### config.mk
export PLATFORM = sky130hd
export DESIGN_NAME = ram_read_sequencer
export DESIGN_NICKNAME = d
export VERILOG_FILES = /design/src/rtl/ram_read_sequencer.sv
export SDC_FILE = /design/constraint.sdc
export NUM_CORES = 1
export LEC_CHECK = 0
export CAP_MARGIN = 20
export CORE_MARGIN = 2
export CORE_UTILIZATION = 50
export DETAILED_ROUTE_END_ITERATION = 10
export PLACE_DENSITY_LB_ADDON = 0.3
export SKIP_LAST_GASP = 1
export SLEW_MARGIN = 25
export SYNTH_ARGS = -nofsm -noshare
export SYNTH_HDL_FRONTEND = slang
export SYNTH_SLANG_ARGS = --single-unit
### constraint.sdc
create_clock -name clk -period 3.5 [get_ports clk]
set_input_delay 0.875 -clock clk [delete_from_list [all_inputs] [get_ports clk]]
set_output_delay 0.875 -clock clk [all_outputs]
set_load 0.03 [all_outputs]
### src/rtl/ram_read_sequencer.sv
// Command-driven playback controller for a single ram_reader: converts a byte
// count into block/partial-cycle counts and replays the region N times.
module ram_read_sequencer #(
    parameter int DW           = 512,
    parameter int BLOCK_CYCLES = 64
) (
    input  logic        clk,
    input  logic        resetn,
    input  logic [31:0] cmd_bytes,
    input  logic [15:0] cmd_repeat,
    input  logic        cmd_valid,
    output logic        cmd_ready,
    input  logic        abort,
    output logic [31:0] full_blocks,
    output logic [7:0]  partial_block_cycles,
    output logic        start,
    input  logic        reader_idle,
    output logic        busy,
    output logic        done,
    output logic        aborted,
    output logic [15:0] pass_count,
    output logic [31:0] cmd_count
);

    // state  | meaning
    // IDLE   | waiting for a command; cmd_ready=1
    // LOAD   | block counts settle; zero-length or aborted commands skip to FINISH
    // START  | one-cycle start pulse to the reader
    // WAIT   | waiting for the reader to return idle after a pass
    // FINISH | one-cycle done pulse, cmd_count advances

    localparam int          BPC_LOG2  = $clog2(DW / 8);
    localparam int          BLK_LOG2  = $clog2(BLOCK_CYCLES);
    localparam logic [31:0] BYTE_MASK = 32'((DW / 8) - 1);
    localparam logic [31:0] BLK_MASK  = 32'(BLOCK_CYCLES - 1);

    typedef enum logic [2:0] {
        IDLE   = 3'd0,
        LOAD   = 3'd1,
        START  = 3'd2,
        WAIT   = 3'd3,
        FINISH = 3'd4
    } state_t;

    state_t      state_q, state_d;
    logic [31:0] cmd_cycles;
    logic        zero_q;
    logic [15:0] repeat_target_q;
    logic        abort_q;
    logic        first_wait_q;
    logic        accept;
    logic        abort_any;
    logic        pass_inc;
    logic        set_aborted;

    assign cmd_cycles = (cmd_bytes >> BPC_LOG2) + {31'd0, |(cmd_bytes & BYTE_MASK)};
    assign accept     = (state_q == IDLE) && cmd_valid;
    assign abort_any  = abort_q | abort;

    always_ff @(posedge clk or negedge resetn) begin
        if (!resetn) begin
            state_q <= IDLE;
        end else begin
            state_q <= state_d;
        end
    end

    always_comb begin
        state_d     = state_q;
        start       = 1'b0;
        pass_inc    = 1'b0;
        set_aborted = 1'b0;
        case (state_q)
            IDLE: begin
                if (cmd_valid) state_d = LOAD;
            end
            LOAD: begin
                if (abort_any) begin
                    set_aborted = 1'b1;
                    state_d     = FINISH;
                end else if (zero_q) begin
                    state_d = FINISH;
                end else begin
                    state_d = START;
                end
            end
            START: begin
                // A fresh abort here means no pass has been launched yet for this slot.
                if (abort_any) begin
                    set_aborted = 1'b1;
                    state_d     = FINISH;
                end else begin
                    start   = 1'b1;
                    state_d = WAIT;
                end
            end
            WAIT: begin
                // The reader still shows idle on the cycle it sees start, so skip it.
                if (!first_wait_q && reader_idle) begin
                    pass_inc = 1'b1;
                    if (abort_any) begin
                        set_aborted = 1'b1;
                        state_d     = FINISH;
                    end else if (({1'b0, pass_count} + 17'd1) < {1'b0, repeat_target_q}) begin
                        state_d = START;
                    end else begin
                        state_d = FINISH;
                    end
                end
            end
            FINISH: begin
                state_d = IDLE;
            end
            default: begin
                state_d = IDLE;
            end
        endcase
    end

    assign cmd_ready = (state_q == IDLE);
    assign busy      = (state_q != IDLE);
    assign done      = (state_q == FINISH);

    always_ff @(posedge clk or negedge resetn) begin
        if (!resetn) begin
            full_blocks          <= 32'd0;
            partial_block_cycles <= 8'd0;
            zero_q               <= 1'b0;
            repeat_target_q      <= 16'd0;
        end else if (accept) begin
            full_blocks          <= cmd_cycles >> BLK_LOG2;
            partial_block_cycles <= 8'(cmd_cycles & BLK_MASK);
            zero_q               <= (cmd_cycles == 32'd0);
            repeat_target_q      <= (cmd_repeat == 16'd0) ? 16'd1 : cmd_repeat;
        end
    end

    always_ff @(posedge clk or negedge resetn) begin
        if (!resetn) begin
            abort_q      <= 1'b0;
            first_wait_q <= 1'b0;
            aborted      <= 1'b0;
            pass_count   <= 16'd0;
            cmd_count    <= 32'd0;
        end else begin
            first_wait_q <= (state_q == START);
            if (accept) begin
                abort_q    <= 1'b0;
                aborted    <= 1'b0;
                pass_count <= 16'd0;
            end else begin
                if (state_q != IDLE && abort) abort_q <= 1'b1;
                if (set_aborted) aborted <= 1'b1;
                if (pass_inc && pass_count != 16'hFFFF) pass_count <= pass_count + 16'd1;
            end
            if (state_q == FINISH) cmd_count <= cmd_count + 32'd1;
        end
    end

endmodule

---- Word-level counts from Yosys, hierarchy flattened ----
Index checks and enable logic that the tools add are counted.
storage, ports and cells
  bits in registers ....................... 103
  bits of input ports ..................... 53
  word-level logic and storage cells ...... 60
operators by class
  add/sub/neg operators ................... 4
  $lt $le $gt $ge ......................... 1
  equal/unequal tests ..................... 7
  multiplexer cells ....................... 22
  bitwise logic cells ..................... 1
  reduce and logical (&&, ||, !) cells .... 15
operator list
  operator                                                          count
  16-bit two-way mux                                                3
  32-bit by 1-bit adder with 32-bit output (second input constant)  1
  32-bit logical NOT                                                1
  26-bit by 1-bit adder with 27-bit output                          1
  3-bit two-way mux                                                 7
  16-bit by 1-bit adder with 17-bit output (second input constant)  1
  17-bit by 16-bit less-than comparator with 1-bit output           1
  16-bit by 1-bit adder with 16-bit output (second input constant)  1
  16-bit logical NOT                                                1
  16-bit inequality test (second input constant)                    1
  3-bit one-hot mux with 4 select lines                             1
  1-bit two-way mux                                                 10
  3-bit by 2-bit == test with 1-bit output (second input constant)  2
  2-bit nonzero test                                                3
  6-bit OR reduction                                                1
  1-bit logical AND                                                 4
  2-bit inequality test (second input constant)                     2
  3-bit by 1-bit == test with 1-bit output (second input constant)  1
  3-bit == test (second input constant)                             1
  3-bit logical NOT                                                 1
  3-bit nonzero test                                                1
  1-bit one-hot mux with 2 select lines                             1
  2-bit AND reduction                                               1
  2-bit OR reduction                                                1
  other kinds (2)                                                   2

---- Logic depth before layout (Yosys ltp) ----
  depth after elaboration ................. 7
  gate-level depth with buffers ........... 13

---- Worst setup path before layout ----
Ideal clock, no wire load.
  path kind ............................... reg2reg
  from .................................... register pass_count[0]
  to ...................................... register state_q[1]
  data arrival time ....................... 2825 ps
  required time ........................... 3384 ps
  setup slack ............................. 559 ps
  cell stages (with the launch flop) ...... 11
  path buffers ............................ 0
  period minus slack after synthesis ...... 2941 ps
  cell sequence ........................... dfrtp_1 -> ha_1 -> nand3_1 -> nor3_1 -> nand3_1 -> xnor2_1 -> ha_1 -> nand4_1 -> nor2_1 -> or3_1 -> o311ai_0
on the way
  longest elaborated chain between the ends .. 6
ends and longest elaborated chain
  item                                                     line  text
  start, declared                                          21    output logic [15:0] pass_count,
  start signal, assigned                                   154   if (pass_inc && pass_count != 16'hFFFF) pass_count <= pass_count + 16'd1;
  16-bit by 1-bit adder with 17-bit output                 104   end else if (({1'b0, pass_count} + 17'd1) < {1'b0, repeat_target_q}) begin
  17-bit by 16-bit less-than comparator with 1-bit output  104
  3-bit two-way mux                                        104
  3-bit two-way mux                                        101   if (abort_any) begin
  3-bit two-way mux                                        99    if (!first_wait_q && reader_idle) begin
  3-bit one-hot mux with 4 select lines                    73    case (state_q)
  end signal, assigned                                     64    state_q <= state_d;
  end, declared                                            45    state_t state_q, state_d;
Every way passes these cells. The select of a mux whose other input is x is not followed.
A chain may end at the register's enable or synchronous reset.

---- Worst setup path after layout ----
Same ends and word-level chain as after synthesis.

==> results.md <==
* Dpl cells at 882
* Seq/Total Area, Yosys at 43.6%
* Avg WL per Cell at 15.2 um
* Place WS at 0.00934 ns
* TritonCTS Buffers at 9
* Cell chain of the critical path: ha_1, nand3_1, nor2_1, nand3_1, xnor2_1, ha_1, a21o_1, a21oi_1, nor2b_1, o21ai_0, a21oi_1, or3_1, o311ai_0
* GPL Wtd Cong at 0.861
* Area of the core at 10,900 um2
* Area leader, netlist: dfrtp_1
* Flop-to-flop setup slack at 0.34 ns
* Final setup violation count at 0
* I/O pin count at 146
* Top FF cell, synth: dfrtp_1
* PD cells at 583 nW/um2
* Final HPWL DP at 10,300 um
* Final Critical Period at 3.16 ns
* Fillers at 892
* Detailed-route wire length at 13,700 um
* Synthesized flop and latch total at 98
* Post-route ant nets at 0
* HP Start: full_blocks[3]
* Clock Skew at 0.00857 ns
* Max Freq at 316 MHz
* Commonest cells in the netlist: nand2_1 (100), dfrtp_1 (98), o21ai_0 (58)
* H-tree levels at 3
* N_diodes at 0
* CP Launch Point: pass_count[0]
* GRT Util Overall at 23.6%
* Worst endpoint data arrival time at 3.37 ns
* Gate count after technology mapping at 622
* Total via count in the routed design at 4,888
* Cell area after synthesis at 5630 um2
* RSZ-0062 raised after global routing: no
* Hold Path Sink: full_blocks[3]
* DRC Markers at 0
* Worst skew pair latency at 0.34 ns
* Count leader, synth: nand2_1
* Ys Warns at 0
* Top-area cell type share of the netlist area at 43.6%
* Initial antenna violation count at 0
* Status: complete, no violations
* Number of synthesized flops with an enable pin at 0
* Critical R2R Launch: pass_count[0]
* Setup bufs post-CTS at 0
* Final net count at 825
* Leakage at 3.25 nW
* Crit-path max FO at 7
* Setup TNS at 0 ns
* Clk sinks at 98
* Min-Delay Path Depth at 2
* Netlist cell types at 57
* Die Span X at 110 um
* Pins over their slew limit at 0
* DR iter-0 viols at 352
* Crit-path max cell delay at 0.45 ns
* Register-to-Register Path Depth at 13
* Post-synth ARST share at 100%
* Layout cell share with drive strength beyond 1 at 7.52%
* Fin crit share at 90.3%
* Max-cap violations at 0
* Final Core Density at 67.7%
* Fin. Hold Viols at 0
* Worst vdd ir at 418 uV
* Port Buffer Count at 132
* CTS tree: done
* Synth top area cells: dfrtp_1 (44%), nand2_1 (6.7%), xor2_1 (5.6%)
* First-pass GRT wire length at 22,600 um
* Worst hold path class: reg2reg
* Effective utilization at floorplan at 51.5%
* Crit-path slowest cell: dfrtp_2
* Crit path launch type: flop
* Row cnt at 38
* Crit. End Element: flop
* Critical path data required time at 3.71 ns
* R2R Path End: state_q[1]
* Grt ovf at 0
* Root Driver: clkbuf_16
* Pin count of the biggest net entering global routing at 54
* TritonRoute pass-1 iters at 5
* Die Area at 12,100 um2
* Slew HR at 53.5%
* Fin cells at 898
* CTS max path bufs at 2
* Hold_buf cts at 0
* Area growth, synth to finish at 31.5%
* Vias in the first global route at 4,760
* Hold slack at 0.483 ns
* Worst-margin pin slew at 0.698 ns
* Post-Syn Area per Cell at 9.05 um2
* Crit Path Class: reg2reg
* Chip Height at 110 um
* Routed vias/inst at 5.44
* Final WS setup at 0.338 ns
* # resized after CTS at 0
* Worst-path clk slew at 0.07 ns
critical path: cells and delay by family (launching register included):
family | cells | cell delay, ns
AO/OA/AOI/OAI | 5 | 0.87
AND/OR/NAND/NOR | 5 | 0.88
adder cells (fa/ha/maj) | 2 | 0.54
XOR/XNOR | 1 | 0.30
flip-flops | 1 | 0.45
state kept, by name, indices dropped and copies added, names as in the netlist:
signal and flops:
cmd_count 32, full_blocks 21, pass_count 16, repeat_target_q 16, partial_block_cycles 6, state_q 3, abort_q 1, aborted 1
first_wait_q 1, zero_q 1
metal layers:
metal | track usage [%] | share of wire (%) | wire [um]
met3 | 4.41 | 5.9 | 811
met1 | 30.9 | 43 | 5930
met5 | 0 | 0 | 0
met4 | 8.39 | 1.7 | 228
met2 | 39.4 | 49 | 6700
cells in the final DEF (no fill, tap or decap), drive strengths merged, types with 3 or more instances in the layout:
cell           count
a21oi             12
xnor2             34
clkdlybuf4s50    130
nor2              39
and4               6
o31ai              4
conb              13
nand2            100
nor3               9
a21o               3
nand3             40
ha                19
nand4             17
dfrtp             98
nand2b            16
or3                3
nor2b              3
o21ai             58
nor3b              3
a31oi              4
clkbuf            12
or2                4
and3              11
nor4               9
xor2              36
inv               24
buf               18
mux2               3
report_power, final:
| part | switching [mW] | total [mW] | internal (mW) |
|---|---|---|---|
| Clock | 0.426 | 1.02 | 0.593 |
| Sequential | 0.183 | 1.61 | 1.42 |
| Combinational | 1.02 | 1.69 | 0.668 |
stage by stage:
stage / total power [mW] / area, um2
after floorplan: 2.63 / 5670
after CTS: 4.36 / 7400
final: 4.32 / 7400
after global routing: 4.60 / 7400
after detailed placement: 3.32 / 7090
after global placement: 3.26 / 7090
area by class of cell:
type                    count  area, um2  area share [%]
repair buffers            148       1460            19.7
well taps                 140        175            2.37
clock buffers              12        256            3.47
inverters                  24       90.1            1.22
flip-flops and latches     98       2450            33.2
multi-input cells         472       2910            39.4
clock inverters             4       50.0           0.676
cell families after synthesis:
group                      count (synthesis)  share of synthesized area [%]
xor gates and xnor gates                  70                           11.0
AOI/OAI and AO/OA                         97                           9.94
other                                      1                         0.0666
buffers and inverters                     64                           5.51
DFF                                       98                           43.6
muxes                                      5                          0.956
adders and majority gates                 19                           4.22
and+or+nand+nor                          268                           24.7
worst max path at each step:
stage / endpoint / slack, ns / cells after the start
after global routing: state_q[1] / 0.04 / 13
after CTS: state_q[1] / 0.26 / 13
after detailed placement: zero_q / 0.009 / 12
after global placement: zero_q / 0.16 / 11
after floorplan: state_q[1] / 0.56 / 10
final: state_q[1] / 0.34 / 13
Note: power is estimated with default switching activity, not from simulation.
